File: src/rtl/uart_pkg.sv
// Shared UART definitions: transmit FSM state encoding and parity polarity
// (the receive-side checker uses the same EVEN/ODD constants).
package uart_pkg;

  typedef enum logic [2:0] {
    IDLE   = 3'd0,
    START  = 3'd1,
    DATA   = 3'd2,
    PARITY = 3'd3,
    STOP   = 3'd4
  } uart_tx_state_t;

  localparam logic EVEN_PARITY = 1'b0;
  localparam logic ODD_PARITY  = 1'b1;

endpackage

File: src/rtl/uart_tx_parity_gen.sv
// Combinational parity bit for one payload word: even = ^data, odd = ~^data.
module uart_tx_parity_gen
  import uart_pkg::*;
#(
  parameter int DATA_WIDTH = 8
) (
  input  logic [DATA_WIDTH-1:0] data_i,
  input  logic                  parity_type_i,
  output logic                  parity_o
);

  always_comb begin
    parity_o = ^data_i;
    if (parity_type_i == ODD_PARITY) parity_o = ~parity_o;
  end

endmodule

File: src/rtl/uart_tx.sv
// UART transmitter: start / LSB-first data / optional parity / stop frame on tx_out.
// Define UART_TX_STOP2_EN for two stop bits; the default build sends one.
//
// state  | meaning
// IDLE   | line high, waiting for data_valid
// START  | start bit (0)
// DATA   | payload bits, LSB first
// PARITY | latched parity bit
// STOP   | stop bit(s) (1)
module uart_tx
  import uart_pkg::*;
#(
  parameter int DATA_WIDTH   = 8,
  parameter int CLKS_PER_BIT = 16
) (
  input  logic                  clk,
  input  logic                  reset,
  input  logic [DATA_WIDTH-1:0] p_data,
  input  logic                  data_valid,
  input  logic                  parity_enable,
  input  logic                  parity_type,
  output logic                  tx_out,
  output logic                  busy
);

  localparam int CNT_W = (CLKS_PER_BIT > 1) ? $clog2(CLKS_PER_BIT) : 1;
  localparam int IDX_W = (DATA_WIDTH > 1) ? $clog2(DATA_WIDTH) : 1;
  localparam logic [CNT_W-1:0] CNT_LAST = CNT_W'(CLKS_PER_BIT - 1);
  localparam logic [IDX_W-1:0] IDX_LAST = IDX_W'(DATA_WIDTH - 1);
`ifdef UART_TX_STOP2_EN
  localparam logic STOP_LAST = 1'b1;
`else
  localparam logic STOP_LAST = 1'b0;
`endif

  uart_tx_state_t        state_q, state_d;
  logic [CNT_W-1:0]      cnt_q, cnt_d;
  logic [IDX_W-1:0]      idx_q, idx_d;
  logic [DATA_WIDTH-1:0] shift_q, shift_d;
  logic                  par_en_q, par_en_d;
  logic                  par_bit_q, par_bit_d;
  logic                  stop_q, stop_d;
  logic                  tx_q, tx_d;
  logic                  busy_q, busy_d;
  logic                  par_bit_gen;
  logic                  bit_end;

  uart_tx_parity_gen #(.DATA_WIDTH(DATA_WIDTH)) u_parity (
    .data_i        (p_data),
    .parity_type_i (parity_type),
    .parity_o      (par_bit_gen)
  );

  always_ff @(posedge clk or posedge reset) begin
    if (reset) begin
      state_q   <= IDLE;
      cnt_q     <= '0;
      idx_q     <= '0;
      shift_q   <= '0;
      par_en_q  <= 1'b0;
      par_bit_q <= 1'b0;
      stop_q    <= 1'b0;
      tx_q      <= 1'b1;
      busy_q    <= 1'b0;
    end else begin
      state_q   <= state_d;
      cnt_q     <= cnt_d;
      idx_q     <= idx_d;
      shift_q   <= shift_d;
      par_en_q  <= par_en_d;
      par_bit_q <= par_bit_d;
      stop_q    <= stop_d;
      tx_q      <= tx_d;
      busy_q    <= busy_d;
    end
  end

  assign bit_end = (cnt_q == CNT_LAST);

  always_comb begin
    state_d   = state_q;
    cnt_d     = cnt_q;
    idx_d     = idx_q;
    shift_d   = shift_q;
    par_en_d  = par_en_q;
    par_bit_d = par_bit_q;
    stop_d    = stop_q;
    if (state_q != IDLE) cnt_d = bit_end ? '0 : cnt_q + CNT_W'(1);
    case (state_q)
      IDLE: if (data_valid) begin
        state_d   = START;
        cnt_d     = '0;
        idx_d     = '0;
        stop_d    = 1'b0;
        shift_d   = p_data;
        par_en_d  = parity_enable;
        par_bit_d = par_bit_gen;
      end
      START: if (bit_end) state_d = DATA;
      DATA: if (bit_end) begin
        if (idx_q == IDX_LAST) begin
          state_d = par_en_q ? PARITY : STOP;
        end else begin
          idx_d   = idx_q + IDX_W'(1);
          shift_d = shift_q >> 1;
        end
      end
      PARITY: if (bit_end) state_d = STOP;
      STOP: if (bit_end) begin
        if (stop_q == STOP_LAST) state_d = IDLE;
        else stop_d = 1'b1;
      end
      default: state_d = IDLE;
    endcase
  end

  // Line level is decided from next state so tx_out comes straight off a flop.
  always_comb begin
    busy_d = (state_d != IDLE);
    case (state_d)
      START:   tx_d = 1'b0;
      DATA:    tx_d = shift_d[0];
      PARITY:  tx_d = par_bit_d;
      default: tx_d = 1'b1;
    endcase
  end

  assign tx_out = tx_q;
  assign busy   = busy_q;

endmodule

File: config.mk
export PLATFORM = sky130hd
export DESIGN_NAME = uart_tx
export DESIGN_NICKNAME = d
export VERILOG_FILES = /design/src/rtl/uart_pkg.sv /design/src/rtl/uart_tx_parity_gen.sv /design/src/rtl/uart_tx.sv
export SDC_FILE = /design/constraint.sdc
export NUM_CORES = 1
export LEC_CHECK = 0
export ABC_AREA = 1
export CORE_MARGIN = 1.5
export CORE_UTILIZATION = 40
export CTS_BUF_LIST = sky130_fd_sc_hd__clkbuf_8
export CTS_CLUSTER_DIAMETER = 120
export DETAILED_ROUTE_END_ITERATION = 8
export PLACE_DENSITY = 0.65
export REMOVE_ABC_BUFFERS = 1
export SYNTH_ARGS = -nofsm -noshare
export SYNTH_HDL_FRONTEND = slang
export SYNTH_HIERARCHICAL = 1
export SYNTH_SLANG_ARGS = --single-unit
File: constraint.sdc
create_clock -name clk -period 2.2 [get_ports clk]
set_clock_uncertainty 0.05 [all_clocks]
set_input_delay 0.44 -clock clk [delete_from_list [all_inputs] [get_ports clk]]
set_output_delay 0.44 -clock clk [all_outputs]
set_load 0.02 [all_outputs]
# Word level (Yosys, flattened, before mapping)

Cells that the tools add are included.

Flip-flop bits (word level): 23
Input port bits: 13
Output and inout port bits: 2
Logic and storage cells: 64

Add/subtract/negate cells: 2
Multiplexer cells: 29
Bitwise operators: 1
Eq/ne operators: 13
Reductions and logical operators: 9

Operators with widths:

| operator                                                               | count |
|---|---|
| 3-bit 2-to-1 mux                                                       | 11 |
| 8-bit 2-to-1 mux                                                       | 3 |
| 4-bit 2-to-1 mux                                                       | 4 |
| 8-bit case mux with 2 select lines                                     | 1 |
| 3-bit case mux with 5 select lines                                     | 1 |
| 3-bit by 2-bit equality test with 1-bit output (second input constant) | 4 |
| 2-bit inequality test (second input constant)                          | 4 |
| 8-bit XOR reduction                                                    | 1 |
| 3-bit by 1-bit equality test with 1-bit output (second input constant) | 2 |
| 3-bit equality test (second input constant)                            | 2 |
| 1-bit 2-to-1 mux                                                       | 6 |
| 3-bit case mux with 2 select lines                                     | 1 |
| 3-bit nonzero test                                                     | 2 |
| 4-bit by 1-bit adder with 4-bit output (second input constant)         | 1 |
| 4-bit equality test (second input constant)                            | 1 |
| 4-bit AND reduction                                                    | 1 |
| 2-bit nonzero test                                                     | 2 |
| 3-bit by 1-bit adder with 3-bit output (second input constant)         | 1 |
| 3-bit logical NOT                                                      | 1 |
| 1-bit case mux with 3 select lines                                     | 1 |
| 3-bit AND reduction                                                    | 1 |
| 1-bit case mux with 2 select lines                                     | 1 |
| 2-bit AND reduction                                                    | 1 |
| 1-bit inverter                                                         | 1 |

# Logic depth before layout (Yosys ltp)

Gate-level depths: netlist of the first run.

Depth after elaboration: 6
Depth in mapped cells: 14
Gate-level depth less buffers: 14

# Cells and area by module

The synthesis of the first run kept the hierarchy.

Modules (own cells, without submodules):

| module             | area an instance (µm²) | times used | cells an instance | seq. area each (µm²) |
|---|---|---|---|---|
| uart_tx            | 1,229.9                | 1          | 141               | 551.8 |
| uart_tx_parity_gen | 163.9                  | 1          | 38                | 0.0 |

# Least setup slack after synthesis of the first run

OpenSTA, ideal clock, no wires.

Path type: register to register
Start point: register idx_q[0]
End point: register tx_q, in the netlist tx_out
Stages on the path, launching flop included: 12
Path slack: 0.739 ns
Data arrival time: 1.350 ns
Cells stage by stage: dfrtp_1 -> ha_1 -> ha_1 -> inv_1 -> nand2_1 -> nand2_1 -> nand2_1 -> nand2_1 -> nand2_1 -> nand2_1 -> nand3_1 -> nand3_2

Elaborated cells on any way between the ends: 11

RTL lines:

| what                               | line           | text |
|---|---|---|
| from (decl)                        | uart_tx.sv:38  | `logic [IDX_W-1:0] idx_q, idx_d;` |
| from (signal assigned)             | uart_tx.sv:68  | `idx_q <= idx_d;` |
| 3-bit equality test                | uart_tx.sv:101 | `if (idx_q == IDX_LAST) begin` |
| 8-bit 2-to-1 mux                   | uart_tx.sv:101 |  |
| 8-bit 2-to-1 mux                   | uart_tx.sv:100 | `DATA: if (bit_end) begin` |
| 8-bit case mux with 2 select lines | uart_tx.sv:89  | `case (state_q)` |
| net shift_d[0]                     | uart_tx.sv:39  | `logic [DATA_WIDTH-1:0] shift_q, shift_d;` |
| 1-bit case mux with 3 select lines | uart_tx.sv:120 | `case (state_d)` |
| net tx_d                           | uart_tx.sv:43  | `logic tx_q, tx_d;` |
| to (signal assigned)               | uart_tx.sv:73  | `tx_q <= tx_d;` |
| to (decl)                          | uart_tx.sv:43  |  |

The timed path passes the listed nets, and every way through them passes these cells. The select of a mux whose other input is x is not followed.
A chain may end at the register's enable or synchronous reset.

# Worst setup path in the final report of the first run

Start point: register tx_q, in the netlist tx_out
End point: output tx_out

RTL lines:

| what      | line          | text |
|---|---|---|
| to (decl) | uart_tx.sv:22 | `output logic tx_out,` |

No word-level cell between the ends.

==> results of run 1 <==
==> layout by cell type (no fill, tap or decap), types with 2 or more instances in the layout <==
master,instances
nand2_1,60
dfrtp_1,21
inv_1,20
clkdlybuf4s50_1,14
nand3_1,12
nand2_2,11
o21ai_0,7
inv_2,5
nor2_4,4
nand3_2,4
nand4_1,4
nor2_1,4
clkbuf_8,4
a32oi_1,3
a21oi_1,3
ha_1,3
nand2_4,2
nor2_2,2
a21oi_2,2
==> final cells by class <==
cell class | count | area share
multi-input combinational | 131 | 0.449
sequential | 22 | 0.334
timing repair buffer | 15 | 0.0893
inverter | 26 | 0.0605
tap | 46 | 0.0348
clock buffer | 4 | 0.0333
==> metal layers <==
metal / up-vias / track usage / routed length [µm]
li1: 613 / - / -
met1: 572 / 0.230 / 1370
met2: 22 / 0.296 / 1390
met3: 6 / 0.0248 / 80
met4: 0 / 0.0699 / 63
met5: - / 0 / 0
==> worst paths after layout <==
| path | startpoint | to | slack (ns) |
|---|---|---|---|
| hold / removal | idx_q[2]$_DFFE_PP0P_ | idx_q[2]$_DFFE_PP0P_ | 0.44 |
| setup reg to reg | idx_q[0]$_DFFE_PP0P_ | shift_q[5]$_DFFE_PP0P_ | 0.52 |
| max in group asynchronous | reset | tx_out$_DFF_PP1_ | 1.38 |
| min in group asynchronous | reset | cnt_q[3]$_DFF_PP0_ | 0.45 |
| hold reg to reg | idx_q[2]$_DFFE_PP0P_ | idx_q[2]$_DFFE_PP0P_ | 0.44 |
| setup / recovery | tx_out$_DFF_PP1_ | tx_out | 0.30 |
==> stage by stage <==
step	area [µm²]	total power, mW
floorplan	1390	0.447
global placement	1600	0.480
detailed placement	1600	0.484
CTS	1650	0.783
global route	1650	0.802
finish	1650	0.773
==> cells by family after synthesis <==
family | share of synthesized area
compound gates | 0.113
xor+xnor | 0.00628
fa+ha+maj | 0.0269
buf+inv | 0.0718
flops | 0.396
simple gates | 0.386
==> sequential cells by signal, indices dropped and copies added, names as in the netlist <==
name and count:
par_bit_q 1, state_q 3, cnt_q 4, tx_out 1, par_en_q 1, shift_q 8, busy 1, idx_q 3
==> power groups by stage <==
stage / clock network (mW) / registers (mW) / logic (mW)
floorplan: 0 / 0.412 / 0.0346
global placement: 0 / 0.412 / 0.0679
detailed placement: 0 / 0.412 / 0.0723
CTS: 0.307 / 0.404 / 0.0725
global route: 0.319 / 0.404 / 0.0793
finish: 0.297 / 0.404 / 0.0714
==> worst register-to-register path: cells and delay by family (launching register included) <==
family          cells  cell delay, ns
compound gates      2            0.12
simple gates        3            0.57
fa+ha+maj           2            0.45
flops               1            0.40
==> run_results.csv, run 1 <==
group,metric,value,unit
status,status,"finished, final reports clean",
layout,fin_cells,244,
drt,drc,0,
global_route,antenna_found_initial,0,
yosys,synth_edf_count,0,
placement,preCtsSetupSlack,0.237,ns
setup_path,cp.required,1.71,ns
yosys,ys_warn_count,6,
setup_path,worst_setup_path_start_kind,"register",
setup_path,worstPathArrival,1.41,ns
setup_path,crit_slowest_cell,"clkdlybuf4s50_1",
placement,post-dp-hpwl,2.19,mm
setup_path,critPathTopFamily,"buffers and inverters",
setup_path,crit_fanout,1,
global_route,globalRouteOverflowTotal,0,
layout,nFillCells,334,
setup_path,crit_cells,1,
pwr,ir_drop,0.143,mV
sta,post-route-min-period,1.90,ns
yosys,avgSynthCellArea,7.79,µm²
global_route,grt_pass1_vias,1177,
yosys,async_flop_share,1.00,
pwr,sequentialPowerShare,0.523,
sta,tightest_slew,0.306,ns
yosys,netlist_area,1390,µm²
yosys,synth.distinct_cells,29,
clocking,cts_sinks,22,
sta,finalHoldViolations,0,
clocking,ctsHoldBuffers,0,
yosys,synthCells,179,
clocking,cts_root_buffer,"clkbuf_8",
pwr,intPower,0.596,mW
yosys,ys_ff_latch,22,
clocking,clk_latency,0.27,ns
setup_path,slowest_delay,0.60,ns
setup_path,path_class,"reg -> out",
placement,dp.cells,240,
sta,final.setup.tns,0,ns
clocking,clockBufferDepth,2,
pwr,p_sw,0.176,mW
global_route,grt_pass1_wl,5.06,mm
yosys,yosysSeqAreaShare,0.396,
floorplan,start_util,0.418,
yosys,ys.flop_type,"dfrtp_1",
global_route,grtUsageTotal,0.177,
sta,setup_slack,0.296,ns
drt,wl_per_cell,11.9,µm
global_route,grt_max_degree,23,
sta,setup-violations-final,0,
drt,ant_nets,0,
setup_path,reg2regPathDepth,7,
layout,drive_gt1_frac,0.207,
layout,insertedDiodeCount,0,
setup_path,cp_cell_sequence,"clkdlybuf4s50_1",
floorplan,rows,21,
drt,first_pass_iters,4,
clocking,tritoncts,"built",
placement,gp_congestion,0.913,
setup_path,critPathCaptureType,"primary output",
yosys,synth_top_cell_by_area,"dfrtp_1",
drt,wl,2.91,mm
clocking,h-tree-depth,1,
pwr,comb_power_share,0.092,
floorplan,coreArea,3340,µm²
sta,fin_crit_sh,0.865,
pwr,p_leak,0.818,nW
placement,port_buffers,14,
sta,rsz0062_at_grt,"no",
pwr,clkPwrFrac,0.385,
pwr,p_sw_frac,0.228,
floorplan,dieArea,3850,µm²
layout,nets,215,
sta,slew_violations,0,
yosys,synth_common_cells,"60 x nand2_1, 21 x dfrtp_1, 20 x inv_1",
yosys,netlist.area_leader.share,0.377,
clocking,clk_pin_slew,0.08,ns
layout,area_growth_syn_to_layout,18.7,%
clocking,post-cts-setup-buffers,0,
floorplan,ios,15,
sta,slew_headroom,0.796,
drt,viasPerCell,4.97,
drt,drtIter0Drc,26,
yosys,yosysMostFrequentCell,"nand2_1",
clocking,cts_buffers,3,
sta,max_freq,0.525,GHz
layout,multi_input_area,742,µm²
min_path,hp-class,"reg -> reg",
floorplan,dieHeight,62.0,µm
yosys,synthTopCellsByArea,"dfrtp_1 38%, nand2_1 16%, inv_1 5.4%",
setup_path,critPathBufInv,1,
drt,dr_total_vias,1213,
sta,holdWs,0.436,ns
layout,utilization,0.496,
layout,ff_latch_area,552,µm²
min_path,min_path_cells,2,
run,drv_cap,0,
floorplan,dieWidth,62.0,µm
clocking,cts_resized,0,
pwr,powerDensity,467,nW/µm²
No activity file was read; power rests on OpenSTA's default activity.
==> run 2: changes to the inputs <==
Settings changed: SETUP_SLACK_MARGIN from default to 0.4.
==> run 2 against run 1 <==
- global-route usage is the same
- combinational power about the same
- sequential power barely moved
- largest power group unchanged
- critical path depth is the same
- highest routed layer unchanged
==> run_results.csv, run 2 (synthesis results as in run 1) <==
group,metric,value,unit
layout,area_growth_syn_to_layout,19.1,%
drt,wl,2.91,mm
setup_path,path_class,"reg -> out",
global_route,antenna_found_initial,0,
pwr,ir_drop,0.142,mV
setup_path,crit_fanout,1,
sta,holdWs,0.436,ns
clocking,post-cts-setup-buffers,0,
drt,drtIter0Drc,26,
clocking,cts_buffers,3,
sta,final.setup.tns,0,ns
setup_path,crit_slowest_cell,"clkdlybuf4s50_1",
pwr,power,0.772,mW
clocking,clockBufferDepth,2,
floorplan,dieHeight,62.0,µm
floorplan,ios,15,
setup_path,critPathCaptureType,"primary output",
drt,ant_nets,0,
placement,post-dp-hpwl,2.19,mm
clocking,h-tree-depth,1,
clocking,clk_pin_slew,0.08,ns
layout,largest_reg_flops,8,
drt,first_pass_iters,4,
setup_path,critPathTopFamily,"buffers and inverters",
floorplan,coreArea,3340,µm²
sta,slew_headroom,0.796,
global_route,grt_max_degree,23,
sta,post-route-min-period,1.67,ns
global_route,grt_pass1_wl,5.06,mm
setup_path,critPathBufInv,1,
global_route,globalRouteOverflowTotal,0,
drt,viasPerCell,4.99,
sta,rsz0062_at_grt,"no",
layout,reg.largest.list,"shift_q (8), cnt_q (4)",
status,status,"finished, final reports clean",
setup_path,cp_cell_sequence,"clkdlybuf4s50_1",
placement,gp_congestion,0.913,
setup_path,worst_setup_path_start_kind,"register",
floorplan,rows,21,
sta,fin_crit_sh,0.759,
pwr,p_leak,0.832,nW
sta,setup-violations-final,0,
sta,setup_slack,0.530,ns
sta,max_freq,0.599,GHz
layout,mostFrequentLayoutCells,"60 x nand2_1, 21 x dfrtp_1, 20 x inv_1, 12 x nand3_1, 12 x clkdlybuf4s50_1",
setup_path,cp.required,1.71,ns
floorplan,start_util,0.418,
clocking,tritoncts,"built",
layout,nets,215,
layout,utilization,0.498,
setup_path,worstPathArrival,1.18,ns
sta,tightest_slew,0.306,ns
global_route,grt_pass1_vias,1177,
drt,drc,0,
layout,nFillCells,330,
layout,insertedDiodeCount,0,
placement,port_buffers,14,
drt,dr_total_vias,1218,
floorplan,dieWidth,62.0,µm
sta,finalHoldViolations,0,
setup_path,slowest_delay,0.59,ns
clocking,cts_root_buffer,"clkbuf_8",
floorplan,dieArea,3850,µm²
min_path,hp-class,"in -> async",
drt,wl_per_cell,11.9,µm
run,drv_cap,0,
clocking,clk_latency,0.27,ns
placement,preCtsSetupSlack,0.237,ns
layout,top_register,"shift_q",
layout,layout_commonest_cell,"nand2_1",
global_route,grtUsageTotal,0.177,
layout,drive_gt1_frac,0.207,
clocking,cts_sinks,22,
pwr,powerDensity,465,nW/µm²
sta,slew_violations,0,
==> run 2: final cells by class <==
class                      instances  area [µm²]  share of cell area
sequential                        22         552               0.332
multi-input combinational        131         747               0.450
tap                               46        57.6              0.0347
timing repair buffer              15         149              0.0897
clock buffer                       4        55.1              0.0332
inverter                          26         100              0.0603
==> run 2: worst paths after layout <==
check	endpoint	start	slack, ns	depth (start not counted)
max in group asynchronous	tx_out$_DFF_PP1_	reset	1.38	3
worst max-delay path	busy	busy$_DFF_PP0_	0.53	1
worst min register to register	idx_q[2]$_DFFE_PP0P_	idx_q[2]$_DFFE_PP0P_	0.44	2
worst max register to register	busy$_DFF_PP0_	idx_q[0]$_DFFE_PP0P_	0.55	7
worst min-delay path	cnt_q[3]$_DFF_PP0_	reset	0.44	3
min in group clk	idx_q[2]$_DFFE_PP0P_	idx_q[2]$_DFFE_PP0P_	0.44	2
==> run 2: what timing repair did <==
action | CTS | global route
gates resized for setup | 1 | 2
hold buffers | 0 | 0
setup endpoints to repair | 1 | 2
==> run 2: metrics by stage <==
step / std cells / cell area (µm²)
after CTS: 244 / 1650
after detailed placement: 240 / 1600
after global placement: 240 / 1600
after floorplan: 179 / 1390
after global routing: 244 / 1660
final: 244 / 1660
==> run 2: routing by layer <==
layer / share of wire / GRT usage
met1: 0.47 / 0.230
met2: 0.48 / 0.296
met5: 0 / 0
met4: 0.023 / 0.0699
met3: 0.035 / 0.0248
==> run 2: where the power goes <==
group | total [mW] | internal (mW) | switching, mW
Combinational | 0.0711 | 0.0324 | 0.0387
Clock | 0.297 | 0.160 | 0.137
Sequential | 0.404 | 0.404 | 0
